==> src/rtl/bus_arb_router.sv <==
// ============================================================================
// Module   : bus_arb_router
// Purpose  : Round-robin / fixed-priority arbiter that pops one device FIFO,
//            decodes the destination ID and pushes unicast or broadcast with
//            per-destination back-pressure and timeout drop.
//            Optional macro BUS_ERR_CNT_EN enables the routing-error counter.
// Revision : 1.0 - initial release
// ============================================================================
`default_nettype none

module bus_arb_router #(
  parameter int         DRVRS     = 4,
  parameter int         PCKG_SZ   = 16,
  parameter logic [7:0] BROADCAST = 8'hFF,
  parameter int         ARB_MODE  = 0,
  parameter int         TMO       = 16
) (
  input  logic                       clk,
  input  logic                       reset,
  input  logic [DRVRS-1:0]           pndng,
  input  logic [DRVRS*PCKG_SZ-1:0]   D_pop,
  input  logic [DRVRS-1:0]           rdy,
  output logic [DRVRS-1:0]           pop,
  output logic [DRVRS-1:0]           push,
  output logic [PCKG_SZ-1:0]         D_push,
  output logic                       busy,
  output logic [15:0]                err_cnt
);

  localparam int c_IW = (DRVRS > 1) ? $clog2(DRVRS) : 1;
  localparam logic [DRVRS-1:0] c_ONE = {{(DRVRS-1){1'b0}}, 1'b1};

  typedef enum logic [1:0] {
    S_IDLE    = 2'd0,
    S_POP     = 2'd1,
    S_ROUTE   = 2'd2,
    S_DELIVER = 2'd3
  } state_t;

  state_t              r_state, w_state_nxt;
  logic [c_IW-1:0]     r_src, r_rr_ptr, w_winner;
  logic [PCKG_SZ-1:0]  r_pkt, r_dpush, w_head;
  logic [DRVRS-1:0]    r_mask, r_pop, r_push;
  logic [DRVRS-1:0]    w_route_mask, w_src_oh, w_mask_cur;
  logic [DRVRS-1:0]    w_pop_nxt, w_push_nxt;
  logic [7:0]          r_wait, w_wait_nxt, w_dst;
  logic                r_busy;
  logic                w_route_valid, w_ready;
  logic                w_src_ld, w_pkt_ld, w_mask_ld, w_push_ld, w_err;

  // Round-robin: first requester strictly after the last grant, wrapping.
  function automatic logic [c_IW-1:0] f_rr_pick(input logic [DRVRS-1:0] req,
                                                input logic [c_IW-1:0]  last);
    logic [c_IW-1:0] pick;
    int              idx;
    pick = '0;
    for (int k = DRVRS; k >= 1; k--) begin
      idx = int'(last) + k;
      if (idx >= DRVRS) idx = idx - DRVRS;
      if (req[c_IW'(idx)]) pick = c_IW'(idx);
    end
    return pick;
  endfunction

  function automatic logic [c_IW-1:0] f_fixed_pick(input logic [DRVRS-1:0] req);
    logic [c_IW-1:0] pick;
    pick = '0;
    for (int k = DRVRS - 1; k >= 0; k--) begin
      if (req[c_IW'(k)]) pick = c_IW'(k);
    end
    return pick;
  endfunction

  always_comb begin
    w_winner = (ARB_MODE == 1) ? f_fixed_pick(pndng) : f_rr_pick(pndng, r_rr_ptr);
  end

  assign w_head = D_pop[int'(r_src)*PCKG_SZ +: PCKG_SZ];

  // Destination decode of the captured packet.
  always_comb begin
    w_dst         = r_pkt[PCKG_SZ-1 -: 8];
    w_src_oh      = c_ONE << r_src;
    w_route_mask  = '0;
    w_route_valid = 1'b0;
    if (w_dst == BROADCAST) begin
      w_route_mask  = ~w_src_oh;
      w_route_valid = 1'b1;
    end else if ((w_dst < 8'(DRVRS)) && (w_dst != 8'(r_src))) begin
      w_route_mask  = c_ONE << w_dst;
      w_route_valid = 1'b1;
    end
  end

  assign w_mask_cur = (r_state == S_ROUTE) ? w_route_mask : r_mask;
  assign w_ready    = ((rdy & w_mask_cur) == w_mask_cur);

  always_ff @(posedge clk or posedge reset) begin
    if (reset) r_state <= S_IDLE;
    else       r_state <= w_state_nxt;
  end

  always_comb begin
    w_state_nxt = r_state;
    w_pop_nxt   = '0;
    w_push_nxt  = '0;
    w_wait_nxt  = r_wait;
    w_src_ld    = 1'b0;
    w_pkt_ld    = 1'b0;
    w_mask_ld   = 1'b0;
    w_push_ld   = 1'b0;
    w_err       = 1'b0;
    case (r_state)
      S_IDLE: begin
        if (|pndng) begin
          w_state_nxt = S_POP;
          w_pop_nxt   = c_ONE << w_winner;
          w_src_ld    = 1'b1;
        end
      end
      S_POP: begin
        w_state_nxt = S_ROUTE;
        w_pkt_ld    = 1'b1;
      end
      S_ROUTE: begin
        if (!w_route_valid) begin
          w_state_nxt = S_IDLE;
          w_err       = 1'b1;
        end else begin
          w_state_nxt = S_DELIVER;
          w_mask_ld   = 1'b1;
          w_wait_nxt  = '0;
          if (w_ready) begin
            w_push_nxt = w_route_mask;
            w_push_ld  = 1'b1;
          end
        end
      end
      S_DELIVER: begin
        // A push already on the bus means this is the final DELIVER cycle.
        if (r_push != '0) begin
          w_state_nxt = S_IDLE;
        end else if (w_ready) begin
          w_push_nxt = r_mask;
          w_push_ld  = 1'b1;
        end else if (r_wait == 8'(TMO - 1)) begin
          w_state_nxt = S_IDLE;
          w_err       = 1'b1;
        end else begin
          w_wait_nxt = r_wait + 8'd1;
        end
      end
      default: w_state_nxt = S_IDLE;
    endcase
  end

  always_ff @(posedge clk or posedge reset) begin
    if (reset) begin
      r_src    <= '0;
      r_rr_ptr <= c_IW'(DRVRS - 1);
      r_pkt    <= '0;
      r_mask   <= '0;
      r_wait   <= '0;
      r_pop    <= '0;
      r_push   <= '0;
      r_dpush  <= '0;
      r_busy   <= 1'b0;
    end else begin
      r_pop  <= w_pop_nxt;
      r_push <= w_push_nxt;
      r_busy <= (w_state_nxt != S_IDLE);
      r_wait <= w_wait_nxt;
      if (w_src_ld) r_src <= w_winner;
      if (w_pkt_ld) begin
        r_pkt    <= w_head;
        r_rr_ptr <= r_src;
      end
      if (w_mask_ld) r_mask  <= w_route_mask;
      if (w_push_ld) r_dpush <= r_pkt;
    end
  end

`ifdef BUS_ERR_CNT_EN
  logic [15:0] r_err_cnt;
  always_ff @(posedge clk or posedge reset) begin
    if (reset)                               r_err_cnt <= '0;
    else if (w_err && r_err_cnt != 16'hFFFF) r_err_cnt <= r_err_cnt + 16'd1;
  end
  assign err_cnt = r_err_cnt;
`else
  logic w_unused_err;
  assign w_unused_err = w_err;
  assign err_cnt      = '0;
`endif

  assign pop    = r_pop;
  assign push   = r_push;
  assign D_push = r_dpush;
  assign busy   = r_busy;

endmodule

`default_nettype wire
==> config.mk <==
export PLATFORM = sky130hd
export DESIGN_NAME = bus_arb_router
export DESIGN_NICKNAME = d
export VERILOG_FILES = /design/src/rtl/bus_arb_router.sv
export SDC_FILE = /design/constraint.sdc
export NUM_CORES = 1
export LEC_CHECK = 0
export ABC_AREA = 1
export BUFFER_PORTS_ARGS = -buffer_cell sky130_fd_sc_hd__buf_2
export CORE_UTILIZATION = 55
export CTS_BUF_LIST = sky130_fd_sc_hd__clkbuf_16
export DETAILED_ROUTE_END_ITERATION = 10
export HOLD_SLACK_MARGIN = 0.12
export PLACE_DENSITY_LB_ADDON = 0.25
export SYNTH_ARGS = -nofsm -noshare
export SYNTH_HDL_FRONTEND = slang
export SYNTH_SLANG_ARGS = --single-unit
==> constraint.sdc <==
create_clock -name clk -period 2.68 [get_ports clk]
set_input_delay 0.268 -clock clk [delete_from_list [all_inputs] [get_ports clk]]
set_output_delay 0.268 -clock clk [all_outputs]
set_load 0.02 [all_outputs]
==> summary.md, run 1 <==
| Metric | Value |
|---|---|
| Status | completed |
| Xor/xnor share of the synthesized area | 0.0127 |
| Worst reg2reg path startpoint | r_src[1] |
| Vias | 3182 |
| Drt total wl | 8.11 mm |
| Async S/R FF share, synth | 1.00 |
| RSZ-0062 raised after global routing | false |
| Post-Synth Simple-Gate Area | 0.292 |
| CTS max path bufs | 2 |
| Drt first-iter violations | 161 |
| Fmax | 0.433 GHz |
| Final setup vio count | 0 |
| PD cells | 1160 mW/mm^2 |
| Hold crit path type | primary input to flip-flop |
| Vias per inst | 5.17 |
| Least-Margin Pin Slew | 875 ps |
| Initial cell density of the core | 0.577 |
| Max cap viols | 0 |
| Hold depth | 3 |
| Layout cell share with drive strength beyond 1 | 0.330 |
| Initial antenna violation count | 0 |
| Total GRT Usage | 0.273 |
| Max-Slew Margin vs Limit | 0.416 |
| Mapped Cells | 431 |
| Peak VDD IR | 0.686 mV |
| Mapped Area | 0.00344 sq mm |
| I/O pins | 115 |
| Number of global-route vias before repair | 3096 |
| Most frequent cell after synthesis | nand2_1 |
| Synth area leaders | dfrtp_1 42%, nand2_1 12%, inv_1 4.3% |
| CTS sink count | 59 |
| Largest net degree at the start of global routing | 33 |
| Final Net Count | 610 |
| FF-to-FF path depth | 13 |
| Final worst-path cycle share | 0.862 |
| Worst EP arrival | 2570 ps |
| First-pass GRT wire length | 13.5 mm |
| CTS buffer count | 9 |
| Post-CTS Hold Fix Bufs | 1 |
| Ys Warns | 0 |
| Cts repair resizes | 0 |
| Wire per inst | 13.2 um |
| Post-synthesis adder-cell area fraction | 0.00364 |
| HP Start | D_pop[59] |
| CTS clk-pin slew, worst paths | 60 ps |
| Critical path class | flip-flop to flip-flop |
| Filler Cell Count | 494 |
| TritonRoute pass-1 iters | 4 |
| Mux contribution to synthesized area | 0 |
| Slew Limit Fails | 0 |
| Crit Path Max Fanout | 13 |
| Post-synthesis compound-gate area fraction | 0.149 |
| Row cnt | 28 |
| Area grow syn2layout | 23.2% |
| Core ar. | 0.00596 sq mm |
| Post-synthesis sequential area ratio | 0.430 |
| Grt met3 use | 0.0360 |
| GRT Residual Overflow | 0 |
| CP required | 2940 ps |
| FF+latch count, synth | 59 |
| Die W | 81.0 um |
| CP Capture Type | flip-flop |
| Worst Hold Path EP | r_pkt[11] |
| Post-CTS Setup Inserts | 0 |
| Die area | 0.00657 sq mm |
| EDFF count, synth | 0 |
| Final Hold Viols | 0 |
| Post-synth top area cell | dfrtp_1 |
| Port Buffer Count | 98 |
| Distinct cells, synth | 39 |
| Synth top area share | 0.415 |
| Total Power | 0.00490 W |
| Minimum clock period after layout | 2310 ps |
| GP Congestion | 0.879 |
| Ys flop type | dfrtp_1 |
| Crit start category | flip-flop |
| Root buffer cell | clkbuf_16 |
| Reg2reg setup slack | 370 ps |
| Met1 Track Usage GR | 0.340 |
| Clock skew | 6.77 ps |
| Clk_lat worst skew | 330 ps |
| Antenna viol nets, final | 0 |
| H-tree depth | 3 |
| Met2 Track Usage GR | 0.470 |
| CTS tree | done |
| Syn Area/Cell | 7.97 sq um |
| Reg2reg end | D_push[1] |
| Leak pwr | 2.18 nW |
| Die Ht | 81.0 um |
| Diodes inserted | 0 |
| Top post-synthesis cells by count | 113 x nand2_1, 57 x dfrtp_1, 39 x inv_1 |
| Main combinational cell family by area after synthesis | simple AND/OR/NAND/NOR gates |
| DRC viols | 0 |
| GRT busiest layer | met2 |
| DPL Wire Length | 5.97 mm |
| Fin Setup TNS | 0 ps |
## cells by family after synthesis
logic type | after synthesis
other cells | 1
fa+ha+maj | 1
simple gates | 218
xor+xnor | 5
flops | 59
compound gates | 73
buf+inv | 74
## worst max-delay path, stage by stage (launching register included)
cell and delay (ps):
dfrtp_1 520, inv_4 70, nand2_1 60, nand2_1 70, nor2_2 120, nor2_2 70
nand2_1 60, nand2_1 60, nand2_2 210, inv_2 140, o21ai_4 410, buf_4 300
nand2_2 80, o21ai_2 60
## power breakdown
part	switching, W	internal (W)	total (W)
sequential	0.000260	0.00123	0.00149
clock	0.000426	0.000628	0.00105
combinational	0.00155	0.000812	0.00236
total	0.00224	0.00267	0.00490
## through the flow
step | hold slack, ps | utilization | setup slack (ps) | instances | cell area (sq um)
floorplan | 455 | - | 959 | 446 | 3490
global placement | 400 | 0.662 | 555 | 598 | 3940
detailed placement | 412 | 0.662 | 424 | 598 | 3940
CTS | 229 | 0.711 | 377 | 615 | 4230
global route | 243 | 0.711 | 156 | 615 | 4230
finish | 232 | 0.711 | 370 | 615 | 4230
## placed cells by master, fill, tap and decap left out, drive strengths merged, types with 2 or more instances in the layout
cell type | synthesis | routed
o21bai | 2 | 2
nor4 | 3 | 3
conb | 1 | 16
xor2 | 4 | 4
nor2 | 41 | 41
buf | 22 | 106
clkinvlp | 0 | 3
a22oi | 12 | 12
nand2 | 135 | 135
clkbuf | 7 | 9
o21ai | 38 | 38
inv | 44 | 45
nand4 | 11 | 11
a41oi | 6 | 6
dfrtp | 57 | 57
a31oi | 4 | 4
dfstp | 2 | 2
nor3 | 3 | 3
nand3 | 22 | 22
clkinv | 1 | 4
o21a | 2 | 2
a21oi | 9 | 9
## state kept, by name (all words and copies together), names as in the netlist
signal,flops
r_wait,8
r_state,2
busy,1
r_mask,4
r_src,2
r_rr_ptr,2
D_push,16
pop,4
r_pkt,16
push,4
## cell type report
cell class / count / area, sq um / share of cell area
clock inverter: 7 / 53.8 / 0.0127
tap: 75 / 93.8 / 0.0222
multi-input combinational: 313 / 1630 / 0.386
inverter: 45 / 174 / 0.0411
sequential: 59 / 1480 / 0.349
clock buffer: 9 / 225 / 0.0532
timing repair buffer: 107 / 573 / 0.135
## worst max path at each step
stage	startpoint	cells past startpoint	slack [ps]	end
2_1_floorplan	reset	1	960	D_push[0]
3_3_place_gp	r_src[1]	13	550	D_push[0]
3_5_place_dp	r_src[1]	13	420	D_push[0]
4_1_cts	r_src[1]	13	380	D_push[1]
5_1_grt	r_src[1]	13	160	D_push[1]
6_report	r_src[1]	13	370	D_push[1]
## layer usage
metal	share of wire	vias up
met3	0.055	16
met5	0	-
li1	-	1584
met2	0.48	116
met4	0.021	0
met1	0.45	1466
(Power assumes the default switching activity.)
==> inputs of run 2 (changes only) <==
- PLACE_DENSITY: default -> 0.86
- PLACE_DENSITY_LB_ADDON: 0.25 -> default
==> summary.md, run 2 (same netlist as run 1, synthesis figures left out) <==
| Metric | Value |
|---|---|
| TritonRoute pass-1 iters | 4 |
| Crit start category | flip-flop |
| Final Net Count | 607 |
| Largest net degree at the start of global routing | 38 |
| Die W | 81.0 um |
| Initial cell density of the core | 0.577 |
| DPL Wire Length | 5.77 mm |
| Status | completed |
| Port Buffer Count | 98 |
| Layout cell share with drive strength beyond 1 | 0.317 |
| Final cell count without fillers | 612 |
| Drt first-iter violations | 214 |
| Cts repair resizes | 0 |
| RSZ-0062 raised after global routing | false |
| Reg2reg end | D_push[14] |
| Vias per inst | 5.21 |
| CP required | 2930 ps |
| Reg2reg setup slack | 670 ps |
| Critical path class | flip-flop to flip-flop |
| Max cap viols | 0 |
| Clock skew | 6.73 ps |
| I/O pins | 115 |
| Fin Setup TNS | 0 ps |
| Wire per inst | 12.8 um |
| Placed insts | 595 |
| Max-Slew Margin vs Limit | 0.282 |
| HP Start | D_pop[48] |
| Die Ht | 81.0 um |
| Hold depth | 3 |
| Slew Limit Fails | 0 |
| DRC viols | 0 |
| Die area | 0.00657 sq mm |
| First-pass GRT wire length | 13.5 mm |
| Leak pwr | 2.19 nW |
| H-tree depth | 3 |
| Diodes inserted | 0 |
| Crit Path Max Fanout | 32 |
| CTS clk-pin slew, worst paths | 50 ps |
| CTS max path bufs | 2 |
| Number of global-route vias before repair | 3057 |
| Final Hold Viols | 0 |
| GRT Residual Overflow | 0 |
| Final worst-path cycle share | 0.750 |
| Total GRT Usage | 0.273 |
| Least-Margin Pin Slew | 1070 ps |
| Root buffer cell | clkbuf_16 |
| Peak VDD IR | 0.753 mV |
| CP Capture Type | flip-flop |
| Worst EP arrival | 2260 ps |
| Most common cell after layout, fill and taps aside | nand2_1 |
| Minimum clock period after layout | 2010 ps |
| Hold crit path type | primary input to flip-flop |
| GP Congestion | 0.877 |
| Area grow syn2layout | 22.9% |
| Worst Hold Path EP | r_pkt[0] |
| Worst reg2reg path startpoint | r_src[1] |
| Fmax | 0.497 GHz |
| Core ar. | 0.00596 sq mm |
| Drt total wl | 7.84 mm |
| Row cnt | 28 |
| Clk_lat worst skew | 330 ps |
| Filler Cell Count | 470 |
| Antenna viol nets, final | 0 |
| CTS tree | done |
| Initial antenna violation count | 0 |
| PD cells | 1160 mW/mm^2 |
| CTS sink count | 59 |
| Final setup vio count | 0 |
| CTS buffer count | 9 |
| FF-to-FF path depth | 13 |
| Commonest cells after routing, fill and taps aside | 113 x nand2_1, 98 x buf_2, 57 x dfrtp_1, 40 x inv_1, 34 x nor2_1 |
| Vias | 3191 |
-- run 2: cell count changes in the layout (fill, tap and decap cells not counted), sizes merged --
cell,change
buf,-3
clkinv,+1
bufinv,+1
clkinvlp,-3
inv,+1
-- run 2: routing by layer --
layer / part of all wire / GRT usage / up-vias
met1: 0.46 / 0.347 / 1491
met5: 0 / 0 / -
met3: 0.046 / 0.0528 / 12
met2: 0.48 / 0.442 / 107
li1: - / - / 1581
met4: 0.015 / 0.136 / 0
-- run 2: stage by stage --
step / worst slack (ps) / hold WS, ps / util / area [sq um] / total power, W
floorplan: 959 / 455 / - / 3490 / 0.00329
global placement: 801 / 371 / 0.661 / 3930 / 0.00374
detailed placement: 717 / 378 / 0.661 / 3930 / 0.00382
CTS: 671 / 233 / 0.709 / 4220 / 0.00492
global route: 447 / 243 / 0.709 / 4220 / 0.00528
finish: 670 / 232 / 0.709 / 4220 / 0.00490
-- run 2: worst max-delay path by stage --
| stage | startpoint | to | slack (ps) |
|---|---|---|---|
| after floorplan | reset | D_push[0] | 960 |
| after global placement | r_src[1] | D_push[13] | 800 |
| after detailed placement | r_src[1] | D_push[14] | 720 |
| after CTS | r_src[1] | D_push[14] | 670 |
| after global routing | r_pkt[8] | D_push[14] | 450 |
| final | r_src[1] | D_push[14] | 670 |
-- run 2: area by class of cell --
class | instances | area [sq um] | area share
clock buffer | 9 | 225 | 0.0533
clock inverter | 7 | 53.8 | 0.0127
multi-input combinational | 313 | 1630 | 0.387
sequential | 59 | 1480 | 0.350
timing repair buffer | 104 | 563 | 0.133
tap | 75 | 93.8 | 0.0222
inverter | 45 | 174 | 0.0412
-- run 2: power by group --
part / leakage, nW / internal, W / switching, W
Clock: 0.144 / 0.000698 / 0.000370
Sequential: 0.744 / 0.00123 / 0.000258
Combinational: 1.30 / 0.000808 / 0.00154
Total: 2.19 / 0.00273 / 0.00217
-- run 2: critical path, stage by stage (launching register included) --
cell and delay (ps):
dfrtp_1 500, inv_4 60, nand2_1 60, nand2_1 60
nor2_2 120, nor2_2 70, nand2_1 60, nand2_1 60
nand2_2 210, inv_2 140, o21ai_4 190, buf_12 240
nand2_1 100, o21ai_2 70
-- run 2: timing repair --
item / in CTS / in global routing
hold endpoints to repair: 28 / 0
setup buffers: 0 / 0
hold buffers: 1 / 0
==> inputs of run 3 (changes only) <==
- CORE_UTILIZATION: 55 -> 46
- PLACE_DENSITY: 0.86 -> 0.77
- clock period: 2.68 -> 1.7 ns (I/O delays scaled with it)
==> summary.md, run 3 (same netlist as run 1, synthesis figures left out) <==
| Metric | Value |
|---|---|
| Clock power frac | 0.187 |
| Final Hold Viols | 0 |
| Filler Cell Count | 590 |
| Final worst-path cycle share | 1.12 |
| CTS sink count | 59 |
| Initial antenna violation count | 0 |
| Register Area | 0.00148 sq mm |
| Leak pwr | 2.40 nW |
| CP Capture Type | flip-flop |
| DRC viols | 0 |
| Crit start category | flip-flop |
| Minimum clock period after layout | 1900 ps |
| Crit path max-delay family | simple AND/OR/NAND/NOR gates |
| Post-route cell area | 0.00481 sq mm |
| Die W | 88.4 um |
| CTS clk-pin slew, worst paths | 50 ps |
| Final WS setup | -204 ps |
| Core ar. | 0.00725 sq mm |
| Crit Path Max Fanout | 16 |
| Largest net degree at the start of global routing | 60 |
| Number of global-route vias before repair | 3128 |
| First-pass GRT wire length | 14.1 mm |
| Fin Setup TNS | -3930 ps |
| Total GRT Usage | 0.237 |
| Area grow syn2layout | 40.1% |
| Status | complete, but fails checks |
| Commonest cells after routing, fill and taps aside | 100 x nand2_1, 98 x buf_2, 55 x dfrtp_1, 36 x buf_4, 33 x nor2_1 |
| Slew Limit Fails | 0 |
| CTS buffer count | 9 |
| Die area | 0.00782 sq mm |
| Hold crit path type | primary input to flip-flop |
| Clock skew | 6.56 ps |
| Max cap viols | 0 |
| I/O pins | 115 |
| Logic pwr share | 0.552 |
| Switch Pwr | 0.00383 W |
| H-tree depth | 3 |
| Largest stage delay on the critical path | 380 ps |
| DPL Wire Length | 6.17 mm |
| Crit path max-delay cell type | dfrtp_1 |
| Antenna viol nets, final | 0 |
| GRT Residual Overflow | 0 |
| TritonRoute pass-1 iters | 5 |
| Final hold slack | 139 ps |
| Area of the multi-input gates | 0.00183 sq mm |
| Failing checks | negative setup slack |
| Layout cell share with drive strength beyond 1 | 0.445 |
| Internal | 0.00510 W |
| Final setup vio count | 32 |
| PD cells | 1860 mW/mm^2 |
| Final Net Count | 647 |
| RSZ-0062 raised after global routing | true |
| Sequential fraction of design power | 0.261 |
| Final cell count without fillers | 674 |
| Peak VDD IR | 0.763 mV |
| Root buffer cell | clkbuf_16 |
| Worst EP arrival | 2160 ps |
| Row cnt | 31 |
| Die Ht | 88.4 um |
| Placed insts | 650 |
| CP cell instances | inv_1, nor3_1, nand2_2, clkinv_1, nand2_1, nand3_1, nand2_2, nand2_4, nor2_8, o21ai_4, buf_12, nand2_1, o21ai_2 |
| Vias | 3416 |
| Most common cell after layout, fill and taps aside | nand2_1 |
| GP Congestion | 0.849 |
| Wire per inst | 13.1 um |
| Clk_lat worst skew | 320 ps |
| CTS tree | done |
| Drt total wl | 8.82 mm |
| Placed Instance Area | 0.00422 sq mm |
| Diodes inserted | 0 |
| CTS max path bufs | 2 |
| Vias per inst | 5.07 |
| Drt first-iter violations | 167 |
| Critical path class | flip-flop to flip-flop |
| Initial cell density of the core | 0.474 |
| Sw Ratio | 0.429 |
| CP required | 1950 ps |
| Port Buffer Count | 98 |
| Buf/Inv on CP | 3 |
| Fmax | 0.525 GHz |
## run 3: worst register-to-register path: stages, from the launching register on
cell	delay [ps]
dfrtp_1	380
inv_1	80
nor3_1	270
nand2_2	120
clkinv_1	110
nand2_1	90
nand3_1	100
nand2_2	70
nand2_4	120
nor2_8	40
o21ai_4	110
buf_12	200
nand2_1	80
o21ai_2	60
## run 3: area by class of cell
class | count | share of cell area
sequential | 59 | 0.308
inverter | 45 | 0.0374
clock buffer | 9 | 0.0468
timing repair buffer | 144 | 0.193
multi-input combinational | 313 | 0.379
tap | 99 | 0.0257
clock inverter | 5 | 0.00962
## run 3: repair_timing
action,4_1_cts,5_1_grt
resized for setup,22,40
setup buffers,1,7
pin swaps,8,12
setup endpoints to repair,35,47
cloned,0,1
hold buffers,1,0
hold endpoints to repair,57,0
## run 3: stage by stage
stage / worst slack [ps] / util / power (W)
after floorplan: 23.8 / - / 0.00519
after global placement: -30.0 / 0.582 / 0.00645
after detailed placement: -119 / 0.582 / 0.00659
after global routing: -262 / 0.663 / 0.00953
final: -204 / 0.663 / 0.00893
after CTS: -90.6 / 0.634 / 0.00842
## run 3: layer usage
metal  GRT usage  vias to the layer above  share of wire
li1            -                     1657              -
met1       0.306                     1616           0.42
met2       0.392                      119           0.51
met3      0.0345                       24          0.042
met4       0.114                        0          0.025
met5           0                        -              0
## run 3: path summary, 6_finish.rpt
path                       startpoint     endpoint  slack [ps]  cells after the start
hold / removal              D_pop[50]     r_pkt[2]         140                      3
setup reg to reg            r_pkt[14]   D_push[13]        -200                     13
hold reg to reg            D_push[12]   D_push[12]         480                      2
setup / recovery            r_pkt[14]   D_push[13]        -200                     13
min in group asynchronous       reset    D_push[5]         430                      4
max in group asynchronous       reset  r_rr_ptr[1]         940                      4
## run 3: power groups by stage
stage / Combinational (W) / Sequential, W / Clock, W
2_1_floorplan: 0.00270 / 0.00249 / 0
4_1_cts: 0.00443 / 0.00230 / 0.00168
6_report: 0.00493 / 0.00233 / 0.00167
3_5_place_dp: 0.00429 / 0.00230 / 0
3_3_place_gp: 0.00417 / 0.00229 / 0
5_1_grt: 0.00540 / 0.00239 / 0.00174
